<file path="src/rtl/i2c_arbiter_if.sv">
// Bundle of requester-side and controller-side signals around the I2C arbiter.
// slave = arbiter view, master = system logic / controller view.
interface i2c_arbiter_if #(
    parameter int unsigned NUM_REQ = 4
);
    logic [NUM_REQ-1:0]    req;
    logic [7*NUM_REQ-1:0]  req_addr;
    logic [8*NUM_REQ-1:0]  req_reg;
    logic [NUM_REQ-1:0]    req_rw;
    logic [16*NUM_REQ-1:0] req_wdata;
    logic [NUM_REQ-1:0]    gnt;
    logic [NUM_REQ-1:0]    done;
    logic [NUM_REQ-1:0]    err;
    logic [15:0]           rdata;
    logic [1:0]            mode_cfg;
    logic                  i2c_en;
    logic [1:0]            i2c_mode;
    logic [6:0]            i2c_addr;
    logic [7:0]            i2c_reg;
    logic                  i2c_rw;
    logic [15:0]           i2c_din;
    logic [15:0]           i2c_dout;
    logic                  i2c_busy;

    modport slave (
        input  req, req_addr, req_reg, req_rw, req_wdata, mode_cfg, i2c_dout, i2c_busy,
        output gnt, done, err, rdata, i2c_en, i2c_mode, i2c_addr, i2c_reg, i2c_rw, i2c_din
    );

    modport master (
        output req, req_addr, req_reg, req_rw, req_wdata, mode_cfg, i2c_dout, i2c_busy,
        input  gnt, done, err, rdata, i2c_en, i2c_mode, i2c_addr, i2c_reg, i2c_rw, i2c_din
    );
endinterface

</file>
<file path="src/rtl/i2c_arbiter.sv">
// Round-robin arbiter sharing one I2C controller among NUM_REQ requesters;
// sequences one bus pass for writes and two (pointer write, data read) for reads.
module i2c_arbiter #(
    parameter int unsigned NUM_REQ = 4,
    parameter int unsigned TIMEOUT = 65535
) (
    input logic          clk,
    input logic          rst,
    i2c_arbiter_if.slave bus
);
    localparam int unsigned OW = (NUM_REQ > 1) ? $clog2(NUM_REQ) : 1;
    localparam logic [NUM_REQ-1:0] ONE = NUM_REQ'(1);

    typedef enum logic [2:0] {IDLE, START, RUN, DONE, ABORT} state_t;

    state_t          state;
    logic            busy_m, busy_s, busy_p;
    logic            rise, fall, tmo;
    logic [15:0]     wcnt;
    logic [1:0]      passes;
    logic [OW-1:0]   owner, last_owner, win;

    function automatic logic [OW-1:0] rr_idx(input logic [OW-1:0] base, input int unsigned k);
        int unsigned t;
        t = (32'(base) + 32'd1 + k) % NUM_REQ;
        return t[OW-1:0];
    endfunction

    assign rise = busy_s & ~busy_p;
    assign fall = ~busy_s & busy_p;
    assign tmo  = (wcnt == 16'(TIMEOUT));
    assign bus.i2c_mode = bus.mode_cfg;

    // Scan lowest priority first so the highest-priority asserted request is the last write.
    always_comb begin
        win = '0;
        for (int unsigned k = 0; k < NUM_REQ; k++) begin
            if (bus.req[rr_idx(last_owner, NUM_REQ - 1 - k)]) begin
                win = rr_idx(last_owner, NUM_REQ - 1 - k);
            end
        end
    end

    always_ff @(posedge clk) begin
        if (rst) begin
            state        <= IDLE;
            busy_m       <= 1'b0;
            busy_s       <= 1'b0;
            busy_p       <= 1'b0;
            wcnt         <= '0;
            passes       <= '0;
            owner        <= '0;
            last_owner   <= OW'(NUM_REQ - 1);
            bus.gnt      <= '0;
            bus.done     <= '0;
            bus.err      <= '0;
            bus.rdata    <= '0;
            bus.i2c_en   <= 1'b0;
            bus.i2c_addr <= '0;
            bus.i2c_reg  <= '0;
            bus.i2c_rw   <= 1'b0;
            bus.i2c_din  <= '0;
        end else begin
            busy_m   <= bus.i2c_busy;
            busy_s   <= busy_m;
            busy_p   <= busy_s;
            bus.done <= '0;
            bus.err  <= '0;
            case (state)
                IDLE: begin
                    bus.i2c_en <= 1'b0;
                    bus.gnt    <= '0;
                    wcnt       <= '0;
                    if (|bus.req) begin
                        owner        <= win;
                        bus.gnt      <= ONE << win;
                        bus.i2c_addr <= bus.req_addr[7*int'(win) +: 7];
                        bus.i2c_reg  <= bus.req_reg[8*int'(win) +: 8];
                        bus.i2c_rw   <= bus.req_rw[win];
                        bus.i2c_din  <= bus.req_wdata[16*int'(win) +: 16];
                        passes       <= bus.req_rw[win] ? 2'd2 : 2'd1;
                        state        <= START;
                    end
                end
                START: begin
                    bus.i2c_en <= 1'b1;
                    if (rise) begin
                        wcnt  <= '0;
                        state <= RUN;
                    end else if (tmo) begin
                        // err fires on ABORT entry so it lands TIMEOUT+1 cycles after the last restart
                        bus.i2c_en     <= 1'b0;
                        bus.err[owner] <= 1'b1;
                        wcnt           <= '0;
                        state          <= ABORT;
                    end else if (fall) begin
                        wcnt <= '0;
                    end else if (wcnt != '1) begin
                        wcnt <= wcnt + 16'd1;
                    end
                end
                RUN: begin
                    if (fall) begin
                        wcnt <= '0;
                        if (passes == 2'd1) begin
                            passes     <= '0;
                            bus.i2c_en <= 1'b0;
                            state      <= DONE;
                        end else begin
                            passes <= passes - 2'd1;
                            state  <= START;
                        end
                    end else if (tmo) begin
                        bus.i2c_en     <= 1'b0;
                        bus.err[owner] <= 1'b1;
                        wcnt           <= '0;
                        state          <= ABORT;
                    end else if (rise) begin
                        wcnt <= '0;
                    end else if (wcnt != '1) begin
                        wcnt <= wcnt + 16'd1;
                    end
                end
                DONE: begin
                    if (bus.i2c_rw) begin
                        bus.rdata <= bus.i2c_dout;
                    end
                    bus.done[owner] <= 1'b1;
                    bus.gnt         <= '0;
                    last_owner      <= owner;
                    wcnt            <= '0;
                    state           <= IDLE;
                end
                ABORT: begin
                    bus.i2c_en <= 1'b0;
                    bus.gnt    <= '0;
                    last_owner <= owner;
                    wcnt       <= '0;
                    state      <= IDLE;
                end
                default: state <= IDLE;
            endcase
        end
    end
endmodule

</file>
<file path="src/flat_wrapper.sv">
// flat-port wrapper written by rule: the top's interface ports become plain ports
module i2c_arbiter_flat 
#(
    parameter int unsigned NUM_REQ = 4,
    parameter int unsigned TIMEOUT = 65535
)
  (clk, rst, bus_req, bus_req_addr, bus_req_reg, bus_req_rw, bus_req_wdata, bus_mode_cfg, bus_i2c_dout, bus_i2c_busy, bus_gnt, bus_done, bus_err, bus_rdata, bus_i2c_en, bus_i2c_mode, bus_i2c_addr, bus_i2c_reg, bus_i2c_rw, bus_i2c_din);
  i2c_arbiter_if #(.NUM_REQ(NUM_REQ)) bus_i ();
  input logic clk;
  input logic rst;
  input wire logic [$bits(bus_i.req)-1:0] bus_req;
  input wire logic [$bits(bus_i.req_addr)-1:0] bus_req_addr;
  input wire logic [$bits(bus_i.req_reg)-1:0] bus_req_reg;
  input wire logic [$bits(bus_i.req_rw)-1:0] bus_req_rw;
  input wire logic [$bits(bus_i.req_wdata)-1:0] bus_req_wdata;
  input wire logic [$bits(bus_i.mode_cfg)-1:0] bus_mode_cfg;
  input wire logic [$bits(bus_i.i2c_dout)-1:0] bus_i2c_dout;
  input wire logic [$bits(bus_i.i2c_busy)-1:0] bus_i2c_busy;
  output wire logic [$bits(bus_i.gnt)-1:0] bus_gnt;
  output wire logic [$bits(bus_i.done)-1:0] bus_done;
  output wire logic [$bits(bus_i.err)-1:0] bus_err;
  output wire logic [$bits(bus_i.rdata)-1:0] bus_rdata;
  output wire logic [$bits(bus_i.i2c_en)-1:0] bus_i2c_en;
  output wire logic [$bits(bus_i.i2c_mode)-1:0] bus_i2c_mode;
  output wire logic [$bits(bus_i.i2c_addr)-1:0] bus_i2c_addr;
  output wire logic [$bits(bus_i.i2c_reg)-1:0] bus_i2c_reg;
  output wire logic [$bits(bus_i.i2c_rw)-1:0] bus_i2c_rw;
  output wire logic [$bits(bus_i.i2c_din)-1:0] bus_i2c_din;
  assign bus_i.req = bus_req;
  assign bus_i.req_addr = bus_req_addr;
  assign bus_i.req_reg = bus_req_reg;
  assign bus_i.req_rw = bus_req_rw;
  assign bus_i.req_wdata = bus_req_wdata;
  assign bus_i.mode_cfg = bus_mode_cfg;
  assign bus_i.i2c_dout = bus_i2c_dout;
  assign bus_i.i2c_busy = bus_i2c_busy;
  assign bus_gnt = bus_i.gnt;
  assign bus_done = bus_i.done;
  assign bus_err = bus_i.err;
  assign bus_rdata = bus_i.rdata;
  assign bus_i2c_en = bus_i.i2c_en;
  assign bus_i2c_mode = bus_i.i2c_mode;
  assign bus_i2c_addr = bus_i.i2c_addr;
  assign bus_i2c_reg = bus_i.i2c_reg;
  assign bus_i2c_rw = bus_i.i2c_rw;
  assign bus_i2c_din = bus_i.i2c_din;
  i2c_arbiter #(.NUM_REQ(NUM_REQ), .TIMEOUT(TIMEOUT)) u_core (.clk(clk), .rst(rst), .bus(bus_i));
endmodule
</file>
<file path="config.mk">
export PLATFORM = sky130hd
export DESIGN_NAME = i2c_arbiter_flat
export DESIGN_NICKNAME = d
export VERILOG_FILES = /design/src/rtl/i2c_arbiter_if.sv /design/src/rtl/i2c_arbiter.sv /design/src/flat_wrapper.sv
export SDC_FILE = /design/constraint.sdc
export NUM_CORES = 1
export LEC_CHECK = 0
export BUFFER_PORTS_ARGS = -buffer_cell sky130_fd_sc_hd__clkbuf_2
export CORE_ASPECT_RATIO = 0.7
export CORE_UTILIZATION = 45
export CTS_BUF_LIST = sky130_fd_sc_hd__clkbuf_16
export DETAILED_ROUTE_END_ITERATION = 10
export GPL_ROUTABILITY_DRIVEN = 1
export PLACE_DENSITY = 0.77
export SETUP_SLACK_MARGIN = 0.2
export SLEW_MARGIN = 20
export SYNTH_ARGS = -nofsm -noshare
export SYNTH_HDL_FRONTEND = slang
export SYNTH_SLANG_ARGS = --single-unit
export TNS_END_PERCENT = 10
</file>
<file path="constraint.sdc">
create_clock -name clk -period 2.4 [get_ports clk]
set_clock_uncertainty 0.1 [all_clocks]
set_input_delay 0.36 -clock clk [delete_from_list [all_inputs] [get_ports clk]]
set_output_delay 0.36 -clock clk [all_outputs]
set_load 0.01 [all_outputs]
</file>
; Yosys cells after proc, flatten, opt, wreduce, memory -nomap -nowiden
; Index checks and enable logic that the tools add are counted.
[op_classes]
reduce_logical = 15
mul = 1
magnitude_cmp = 7
mux = 47
n_addsub = 6
eq_ne = 11
shifts = 4
bitwise = 5
[ops]
columns = cell, count
row1 = $mux 16, 7
row2 = $shiftx 64x7->16, 1
row3 = $pmux 16 s3, 1
row4 = $shiftx 28x32->7, 1
row5 = $shiftx 32x6->8, 1
row6 = $lt 2x3->1 const B, 6
row7 = $mux 2, 9
row8 = $add 16x1->16 const B, 1
row9 = $eq 16x16->1 const B, 1
row10 = $mux 4, 4
row11 = $ne 16x16->1 const B, 1
row12 = $pmux 4 s2, 2
row13 = $mux 3, 4
row14 = $mux 1, 11
row15 = $bmux 1 s2, 5
row16 = $pmux 3 s3, 1
row17 = $eq 3x2->1 const B, 2
row18 = $reduce_and 3->1, 2
row19 = $reduce_bool 3->1, 2
row20 = $reduce_or 2->1, 3
row21 = $mul 3x2->5 const A, 1
row22 = $add 2x1->2 const B, 2
row23 = $add 2x2->2 const B, 2
row24 = $ne 2x1->1 const B, 2
row25 = other kinds (19), 24
[totals]
wordCells = 113
regBits = 89
out_inout_bits = 63

; Depth between registers and ports, before layout
; Gate-level depths: netlist of run 1.
[logic_depth]
ltp_word = 13
depth_mapped = 8

; Worst setup path after synthesis of run 1
; No wires, ideal clock.
[synth_timing]
path_type = register -> register
startpoint = register u_core.wcnt[0]
endpoint = register u_core.wcnt[11]
required_time_ns = 2.169
path_stages_with_launch = 7
path_buffers = 0
t_arrival_ns = 1.741
slack_ns = 0.428
setup_time_ns = 0.131
synth_period_minus_slack_ns = 1.972
cell_sequence = dfxtp_1 ha_1 nand3_1 nor4_4 a21oi_4 o21bai_1 nor2_1
[synth_via]
elab_chain_len = 6
elab_cells_between_ends = 11
[synth_rtl]
columns = item, line
row1 = from (decl), i2c_arbiter.sv:19  ; logic [15:0] wcnt;
row2 = from (signal assigned), i2c_arbiter.sv:99  ; wcnt <= wcnt + 16'd1;
row3 = from (signal assigned), i2c_arbiter.sv:121  ; wcnt <= wcnt + 16'd1;
row4 = $add 16x1->16 or $ne 16x16->1 (tied branches), --
row5 = $mux 16, "i2c_arbiter.sv:98, i2c_arbiter.sv:120"
row6 = "$mux 16, on equally long branches", "i2c_arbiter.sv:118, i2c_arbiter.sv:96"
row7 = "$mux 16, on equally long branches", "i2c_arbiter.sv:113, i2c_arbiter.sv:90"
row8 = "$mux 16, on equally long branches", "i2c_arbiter.sv:103, i2c_arbiter.sv:87"
row9 = $pmux 16 s3 (*), i2c_arbiter.sv:69  ; case (state)
; Every way passes the cells marked *; elsewhere a longest branch is shown, timed or not.
; A chain may end at the register's enable or synchronous reset.

; Worst setup path after layout of run 1
[layout_timing]
startpoint = register u_core.busy_s
endpoint = register u_core.wcnt[15]
[layout_via]
elab_chain_len = 6
elab_cells_between_ends = 10
[layout_rtl]
columns = item, line
row1 = from (decl), i2c_arbiter.sv:17  ; logic busy_m, busy_s, busy_p;
row2 = from (signal assigned), i2c_arbiter.sv:65  ; busy_s <= busy_m;
row3 = $not 1->1, i2c_arbiter.sv:30  ; assign fall = ~busy_s & busy_p;
row4 = $and 1x1->1, i2c_arbiter.sv:30
row5 = $mux 16, i2c_arbiter.sv:96  ; end else if (fall) begin
row6 = $mux 16, i2c_arbiter.sv:90  ; end else if (tmo) begin
row7 = $mux 16, i2c_arbiter.sv:87  ; if (rise) begin
row8 = $pmux 16 s3 (*), i2c_arbiter.sv:69
; Marks and branches as above.

==> results of run 1 <==
==> final cells by class <==
| cell class | instances | area (sq um) |
|---|---|---|
| clock buffers | 9 | 225 |
| inverters | 12 | 45.0 |
| flip-flops and latches | 89 | 1780 |
| multi-input cells | 440 | 2760 |
| clock inverters | 7 | 70.1 |
| well taps | 132 | 165 |
| fillers | 952 | 4080 |
| repair buffers | 238 | 1260 |
==> cells in the mapped netlist (2+ instances only) <==
cell,count,area [sq um]
a2111oi_1,2,20.0
a211o_1,11,96.3
a211oi_1,45,338
a21boi_0,3,22.5
a21o_1,5,37.5
a21oi_1,41,205
a221oi_1,11,96.3
a22oi_1,4,30.0
a31oi_1,5,31.3
a32oi_1,2,17.5
and3_1,53,332
buf_1,3,11.3
buf_2,13,65.1
buf_4,5,37.5
clkbuf_1,33,124
dfxtp_1,89,1780
ha_1,2,25.0
inv_1,12,45.0
nand2_1,51,191
nand2b_1,6,37.5
nand3_1,23,115
nand3b_1,28,210
nand4_1,3,18.8
nand4b_1,2,17.5
nor2_1,35,131
nor2b_1,8,50.1
nor3_1,11,55.1
nor4_1,2,12.5
o21a_1,3,22.5
o21ai_0,22,110
o21ai_1,2,10.0
o31ai_1,22,165
or3_1,2,12.5
xnor2_1,7,61.3
==> where the power goes <==
part           internal (mW)  total [mW]  switching [mW]
combinational          0.321       0.704           0.382
sequential              1.55        1.61          0.0543
clock                  0.809        1.41           0.606
==> stage by stage <==
| step | hold slack [ns] | util [%] |
|---|---|---|
| 3_3_place_gp | 0.342 | 57.7 |
| 3_5_place_dp | 0.348 | 57.7 |
| 5_1_grt | 0.130 | 60.7 |
| 4_1_cts | 0.127 | 60.6 |
| 2_1_floorplan | 0.314 | - |
| 6_report | 0.137 | 60.7 |
==> cells by family after synthesis <==
| group | after synthesis |
|---|---|
| adders and majority gates | 2 |
| muxes | 1 |
| DFF | 89 |
| buffers and inverters | 67 |
| and+or+nand+nor | 237 |
| AOI/OAI and AO/OA | 193 |
| xor gates and xnor gates | 7 |
==> path summary, 6_finish.rpt <==
kind,startpoint,slack [ns],end,depth (start not counted)
max,u_core.busy_s,0.31,u_core.wcnt[15],6
min reg2reg,u_core.bus.rdata[15],0.36,u_core.bus.rdata[15],2
max reg2reg,u_core.busy_s,0.31,u_core.wcnt[15],6
min,bus_i2c_dout[0],0.14,u_core.bus.rdata[0],3
==> per-layer routing <==
metal / share of wire (%) / up-vias / global-route usage [%]
met4: 1.5 / 0 / 7.12
li1: - / 2608 / -
met1: 44 / 2428 / 34.5
met2: 47 / 222 / 46.9
met5: 0 / - / 0
met3: 7.8 / 19 / 6.41
==> worst reg2reg max path: stages (launching register included) <==
cell and delay (ns):
dfxtp_1 0.34, nor2b_1 0.17, or4b_1 0.72, a21oi_4 0.32, o21bai_1 0.09, buf_4 0.17, nor2_1 0.12
==> timing repair <==
item	in CTS	in global routing
resized for setup	0	2
endpoints found under the setup margin	0	31
setup buffers	0	1
hold buffers	0	0
==> impl_metrics.csv, run 1 <==
group,metric,value,unit
global_route,grt_first_pass_wirelength,24.2,mm
critical_path,critical_path_class,"register to register",
detailed_routing,vias,5277,
synth,synthXorXnorAreaFrac,1.27,%
die,num_io_pins,216,
die,core,10400,sq um
synth,syn_nets,751,
min_path,hold_class,"primary input to register",
final_layout,fin_cells,927,
global_route,grt_max_degree,44,
critical_path,crit_chain,"nor2b_1 -> or4b_1 -> a21oi_4 -> o21bai_1 -> buf_4 -> nor2_1",
critical_path,start_kind,"register",
timing,worst_pin_slew,0.690,ns
synth,syn-cell-area,4830,sq um
critical_path,crit_path_max_incr_delay,0.72,ns
critical_path,crit_required,2.57,ns
timing,finalCritPeriodShare,87.2,%
final_layout,final_common_cell,"clkbuf_2",
timing,finalHoldViolCount,0,
cts,ctsHtreeMaxLevel,3,
power,powerDensity,590,nW/um^2
detailed_routing,antenna_left,0,
synth,synthSimpleGateAreaFrac,27.1,%
timing,clock.fmax,478,MHz
final_layout,diodes,0,
final_layout,postLayoutCellArea,6310,sq um
job,drv_cap,0,
timing,relSlewSlack,53.7,%
critical_path,crit_fanout,9,
place,dp.cells,910,
final_layout,fin_nets,945,
synth,synth_edf_count,0,
detailed_routing,drtIter0Drc,373,
die,rows,31,
place,place.port_buffers,211,
synth,synth_cell_types,64,
final_layout,reg_top3,"u_core.bus.i2c_din (16), u_core.bus.rdata (16), u_core.wcnt (16)",
final_layout,area.growth.synth_to_final,30.7,%
synth,ys_seq_elements,89,
synth,seq_area_frac_synth,36.9,%
synth,yosys_warnings,0,
power,ir_drop,0.395,mV
timing,setup_ws,0.306,ns
detailed_routing,first_pass_iters,5,
place,placed_area,6000,sq um
detailed_routing,wire_per_inst,16.1,um
cts,clk-insertion-delay-late,0.34,ns
synth,async_flop_share,0,%
final_layout,layout_common_cells,"clkbuf_2, dfxtp_1, and3_1",
power,power.total,3.73,mW
cts,cts_tree,"built",
die,dieArea,11200,sq um
critical_path,slowest_stage,"or4b_1",
global_route,grt_usage,27.1,%
run_status,status,"finished clean",
detailed_routing,drt-total-wl,15.0,mm
final_layout,drive_gt1_share,33.6,%
cts,clkSinkCount,89,
global_route,grt_overflow,0,
die,start_util,46.4,%
global_route,grt_pass1_vias,4957,
critical_path,crit_buf_inv,1,
cts,clockBufferDepth,2,
timing,grt_setup_unrepaired,"true",
critical_path,critPathCaptureType,"register",
place,gp_congestion,0.848,
cts,root_buffer,"clkbuf_16",
cts,cts-buffers-inserted,9,
detailed_routing,via_per_inst,5.69,
synth,synthFlopType,"dfxtp_1",
detailed_routing,drcViolationCount,0,
global_route,antenna_found_initial,0,
synth,synth.avg_cell_area,8.10,sq um
timing,slew_viol_final,0,
die,dieWidth,126,um
timing,period_needed,2.09,ns
timing,finalSetupViolCount,0,
place,dp_hpwl,10.8,mm
synth,synth.area.mux_share,0.207,%
synth,synth_compound_area_share,27.9,%
critical_path,cp_top_family,"simple AND/OR/NAND/NOR gates",
die,die_y,88.7,um
timing,tns,0,ns
synth,yosys.area_share.adder,0.518,%
power,power.leakage,2.80,nW
place,place_ws,0.215,ns
cts,path_clk_slew,0.07,ns
synth,synth_top_family_by_area,"compound AO/OA/AOI/OAI gates",
critical_path,cp.arrival,2.27,ns
synth,syn_inst,596,
Power figures use the tool's default switching activity.
==> inputs of run 2 (changes only) <==
--- a/config.mk
+++ b/config.mk
@@ -6,12 +6,14 @@
 export NUM_CORES = 1
 export LEC_CHECK = 0
 export BUFFER_PORTS_ARGS = -buffer_cell sky130_fd_sc_hd__clkbuf_2
+export CELL_PAD_IN_SITES_DETAIL_PLACEMENT = 0
+export CELL_PAD_IN_SITES_GLOBAL_PLACEMENT = 1
 export CORE_ASPECT_RATIO = 0.7
-export CORE_UTILIZATION = 45
+export CORE_UTILIZATION = 33
 export CTS_BUF_LIST = sky130_fd_sc_hd__clkbuf_16
 export DETAILED_ROUTE_END_ITERATION = 10
 export GPL_ROUTABILITY_DRIVEN = 1
-export PLACE_DENSITY = 0.77
+export PLACE_DENSITY = 0.8
 export SETUP_SLACK_MARGIN = 0.2
 export SLEW_MARGIN = 20
 export SYNTH_ARGS = -nofsm -noshare
==> run 2 against run 1 <==
- fmax fell by 0.68%
- sequential power hardly changed
- largest power group unchanged
- utilization decreased by 15 points
- largest cell class unchanged
- cell count rose by 6.1%
- count of clock-buffer cells in the layout did not move
- first-iteration DRC count fell by 31%
- global-route usage down 5.7 points
- power about the same
- clock power about the same
==> impl_metrics.csv, run 2 (synthesis gave the netlist of run 1 again) <==
group,metric,value,unit
run_status,status,"finished clean",
detailed_routing,antenna_left,0,
critical_path,start_kind,"register",
final_layout,n_fill_cell,1424,
timing,relSlewSlack,62.5,%
min_path,hold_class,"primary input to register",
power,powerDensity,583,nW/um^2
cts,hold_buffers,0,
critical_path,worstReg2RegStart,"u_core.state[0]",
detailed_routing,wire_per_inst,16.4,um
global_route,grt_first_pass_wirelength,25.8,mm
final_layout,final_common_cell,"clkbuf_2",
die,dieArea,15100,sq um
critical_path,crit_chain,"nor2_2 -> or4b_4 -> nor4_2 -> a31oi_1 -> a211oi_2",
min_path,holdPathEnd,"u_core.bus.rdata[5]",
die,core,14100,sq um
timing,tns,0,ns
place,placed_area,6080,sq um
cts,clkSinkCount,89,
final_layout,fin_nets,944,
timing,grt_setup_unrepaired,"true",
global_route,grt_max_degree,54,
place,gp_congestion,0.872,
cts,ctsHtreeMaxLevel,3,
place,place.port_buffers,211,
detailed_routing,first_pass_iters,5,
timing,finalCritPeriodShare,87.8,%
detailed_routing,via_per_inst,5.34,
global_route,antenna_found_initial,0,
critical_path,r2r_end,"u_core.wcnt[8]",
global_route,grt_usage,21.5,%
cts,root_buffer,"clkbuf_16",
global_route,grt_pass1_vias,5167,
timing,slew_viol_final,0,
critical_path,cp.arrival,2.27,ns
critical_path,ff2ff_setup_slack,0.29,ns
detailed_routing,vias,5254,
critical_path,slowest_stage,"or4b_4",
cts,cts-buffers-inserted,9,
timing,clock.fmax,474,MHz
place,dp.cells,967,
die,num_io_pins,216,
critical_path,critical_path_class,"register to register",
cts,clockBufferDepth,2,
die,die_y,103,um
job,drv_cap,0,
final_layout,fin_cells,984,
critical_path,crit_fanout,11,
detailed_routing,drtIter0Drc,256,
final_layout,reg_top3,"u_core.bus.i2c_din (16), u_core.bus.rdata (16), u_core.wcnt (16)",
final_layout,diodes,0,
global_route,grt_overflow,0,
critical_path,crit_required,2.56,ns
timing,whs,0.136,ns
timing,worst_pin_slew,0.557,ns
place,dp_hpwl,12.2,mm
final_layout,postLayoutCellArea,6390,sq um
detailed_routing,drt-total-wl,16.1,mm
final_layout,layout_common_cells,"clkbuf_2, dfxtp_1, and3_1",
power,power.leakage,2.79,nW
timing,finalSetupViolCount,0,
timing,finalHoldViolCount,0,
cts,path_clk_slew,0.07,ns
cts,cts_tree,"built",
final_layout,area.growth.synth_to_final,32.3,%
final_layout,drive_gt1_share,33.6,%
critical_path,r2r_cells,5,
detailed_routing,drcViolationCount,0,
die,rows,36,
cts,clk-insertion-delay-late,0.34,ns
min_path,hp-start,"bus_i2c_dout[5]",
die,start_util,34.2,%
critical_path,crit_path_max_incr_delay,0.60,ns
power,ir_drop,0.322,mV
die,dieWidth,147,um
critical_path,critPathCaptureType,"register",
timing,period_needed,2.11,ns
min_path,whs_path_depth,3,
## run 2: worst max path at each step
stage | startpoint | endpoint | slack, ns | depth (start not counted)
6_report | u_core.state[0] | u_core.wcnt[8] | 0.29 | 5
5_1_grt | u_core.last_owner[1] | u_core.bus.i2c_addr[6] | 0.14 | 6
4_1_cts | u_core.wcnt[0] | u_core.wcnt[3] | 0.22 | 7
3_5_place_dp | u_core.state[0] | u_core.wcnt[8] | 0.15 | 5
3_3_place_gp | u_core.state[0] | u_core.wcnt[8] | 0.29 | 5
2_1_floorplan | u_core.wcnt[0] | u_core.wcnt[11] | 0.43 | 6
## run 2: power by group
group / leakage (nW) / internal (mW) / switching [mW] / total (mW)
clock network: 0.142 / 0.805 / 0.606 / 1.41
registers: 0.726 / 1.55 / 0.0551 / 1.61
logic: 1.93 / 0.322 / 0.385 / 0.707
## run 2: layer usage
layer | vias up | share of wire [%] | routed length [um] | GRT usage [%]
li1 | 2607 | - | - | -
met1 | 2421 | 44 | 7050 | 26.8
met2 | 198 | 46 | 7470 | 35.7
met3 | 28 | 7.1 | 1140 | 5.66
met4 | 0 | 2.7 | 432 | 8.65
met5 | - | 0 | 0 | 0
## run 2: worst max-delay path: cells and delay by family, from the launching register on
family	cells	cell delay, ns
compound gates	2	0.34
simple gates	3	1.04
flops	1	0.55
## run 2: area by class of cell
| class | count | area [sq um] | share of cell area [%] |
|---|---|---|---|
| clock buffer | 9 | 225 | 3.52 |
| clock inverter | 7 | 68.8 | 1.08 |
| inverter | 12 | 45.0 | 0.705 |
| multi-input combinational | 440 | 2770 | 43.3 |
| sequential | 89 | 1780 | 27.9 |
| tap | 190 | 238 | 3.72 |
| timing repair buffer | 237 | 1260 | 19.8 |
## run 2: through the flow
stage          power [mW]  worst slack (ns)  util [%]
6_report             3.73             0.292      45.3
3_3_place_gp         2.33             0.286      43.1
5_1_grt              3.91             0.135      45.3
3_5_place_dp         2.34             0.151      43.1
4_1_cts              3.77             0.224      45.2
2_1_floorplan        2.04             0.428         -
## run 2: repair_timing
item,CTS,global route
endpoints found under the setup margin,8,25
resized for setup,1,1
hold endpoints to repair,0,0
setup buffers,0,1
pin swaps,0,1
==> inputs of run 3 (changes only) <==
==> constraint.sdc (replaced) <==
create_clock -name clk -period 2.4 [get_ports clk]
set_clock_uncertainty 0.1 [all_clocks]
set_input_delay 0.24 -clock clk [delete_from_list [all_inputs] [get_ports clk]]
set_output_delay 0.24 -clock clk [all_outputs]
set_load 0.01 [all_outputs]
==> run 3 against run 2 <==
- sequential power about the same
- setup slack improved by 0.027 ns
- flip-flop and latch count stayed put
- first-iteration DRC count is 0.39% higher
- count of clock-buffer cells in the layout unchanged
- sequential share of layout area is essentially flat
- via count rose by 0.21%
- non-clock buffer count up 1
- combinational power is 1% lower
- critical endpoint is now u_core.wcnt[7]
- largest power group unchanged
==> impl_metrics.csv, run 3 (synthesis gave the netlist of run 1 again) <==
group,metric,value,unit
run_status,status,"finished clean",
timing,period_needed,2.08,ns
final_layout,reg_top3,"u_core.bus.i2c_din (16), u_core.bus.rdata (16), u_core.wcnt (16)",
detailed_routing,wire_per_inst,16.3,um
detailed_routing,first_pass_iters,5,
timing,relSlewSlack,56.9,%
critical_path,crit_path_max_incr_delay,0.56,ns
cts,clk-insertion-delay-late,0.35,ns
cts,cts-buffers-inserted,9,
timing,grt_setup_unrepaired,"true",
critical_path,crit_fanout,12,
die,rows,36,
place,gp_congestion,0.862,
final_layout,utilization,45.3,%
min_path,hold_class,"primary input to register",
place,place_ws,0.204,ns
timing,finalHoldViolCount,0,
final_layout,area.growth.synth_to_final,32.4,%
critical_path,crit_buf_inv,1,
cts,clockBufferDepth,2,
critical_path,cp_top_family,"simple AND/OR/NAND/NOR gates",
timing,finalCritPeriodShare,86.7,%
critical_path,cp.arrival,2.26,ns
job,drv_cap,0,
critical_path,crit_chain,"nand3b_1 -> or4b_4 -> a21oi_4 -> o21bai_1 -> buf_4 -> nor2_1",
timing,setup_ws,0.319,ns
die,dieArea,15100,sq um
detailed_routing,drtIter0Drc,257,
cts,hold_buffers,0,
final_layout,fin_nets,945,
critical_path,ff2ff_setup_slack,0.32,ns
detailed_routing,antenna_left,0,
timing,tns,0,ns
die,num_io_pins,216,
critical_path,slowest_stage,"or4b_4",
power,ir_drop,0.385,mV
cts,ctsHtreeMaxLevel,3,
global_route,grt_first_pass_wirelength,25.7,mm
final_layout,layout_common_cells,"clkbuf_2, dfxtp_1, and3_1",
timing,finalSetupViolCount,0,
cts,root_buffer,"clkbuf_16",
global_route,use_met2,36.5,%
critical_path,critPathCaptureType,"register",
power,powerDensity,587,nW/um^2
place,placed_area,6070,sq um
global_route,antenna_found_initial,0,
timing,worst_pin_slew,0.641,ns
global_route,grt_overflow,0,
power,power.total,3.75,mW
die,start_util,34.2,%
final_layout,postLayoutCellArea,6390,sq um
detailed_routing,via_per_inst,5.35,
detailed_routing,drcViolationCount,0,
final_layout,final_common_cell,"clkbuf_2",
global_route,grt_busiest_layer,"met2",
detailed_routing,vias,5265,
cts,clkSinkCount,89,
critical_path,crit_required,2.58,ns
place,place.port_buffers,211,
die,dieWidth,147,um
die,die_y,103,um
global_route,use_met1,27.0,%
global_route,grt_usage,21.4,%
timing,slew_viol_final,0,
detailed_routing,drt-total-wl,16.0,mm
critical_path,start_kind,"register",
cts,cts_tree,"built",
timing,clock.fmax,480,MHz
cts,path_clk_slew,0.07,ns
place,dp_hpwl,12.1,mm
die,core,14100,sq um
final_layout,drive_gt1_share,33.8,%
global_route,grt_max_degree,38,
power,power.leakage,2.80,nW
global_route,grt_pass1_vias,5146,
critical_path,critical_path_class,"register to register",
final_layout,diodes,0,
global_route,grtUsageMet3,5.44,%
[run 3: cell types whose count changed in the layout (fill, tap and decap cells not counted)]
cell        change
dfxtp_1         -2
dfxtp_2         +2
buf_4           +2
inv_6           +3
buf_12          -1
clkinvlp_4      -2
clkinv_2        -2
clkinv_1        +1
[run 3: path summary, 6_finish.rpt]
path                             from                    to  depth (start not counted)
setup / recovery      u_core.state[2]        u_core.wcnt[7]                          6
hold / removal       bus_i2c_dout[13]  u_core.bus.rdata[13]                          3
setup reg to reg      u_core.state[2]        u_core.wcnt[7]                          6
hold reg to reg   u_core.bus.rdata[4]   u_core.bus.rdata[4]                          2
[run 3: final cells by class]
| class | count | area (sq um) |
|---|---|---|
| Clock inverter | 7 | 73.8 |
| Fill cell | 1425 | 7710 |
| Tap cell | 190 | 238 |
| Inverter | 12 | 45.0 |
| Timing Repair Buffer | 238 | 1260 |
| Multi-Input combinational cell | 440 | 2770 |
| Sequential cell | 89 | 1780 |
| Clock buffer | 9 | 225 |
[run 3: per-stage QoR]
stage,hold WS [ns],instances
after floorplan,0.268,596
after global placement,0.335,967
after detailed placement,0.336,967
after CTS,0.00376,983
after global routing,0.00633,985
final,0.0145,985
[run 3: what timing repair did]
item,4_1_cts,5_1_grt
setup buffers,0,2
cloned,0,0
resized for setup,1,3
setup endpoints to repair,7,35
pin swaps,0,1
[run 3: worst register-to-register path, stage by stage (launching register included)]
cell and delay (ns):
dfxtp_1 0.54, nand3b_1 0.19, or4b_4 0.56, a21oi_4 0.27, o21bai_1 0.09, buf_4 0.16
nor2_1 0.10
[run 3: per-layer routing]
layer / vias to the layer above / wire (um)
li1: 2600 / -
met1: 2447 / 6940
met2: 198 / 7610
met3: 20 / 1230
met4: 0 / 262
met5: - / 0
[run 3: power breakdown]
group | internal, mW | total [mW] | leakage (nW) | switching, mW
Sequential | 1.55 | 1.61 | 0.725 | 0.0552
Combinational | 0.320 | 0.700 | 1.93 | 0.380
Clock | 0.817 | 1.45 | 0.149 | 0.629
Total | 2.69 | 3.75 | 2.80 | 1.06
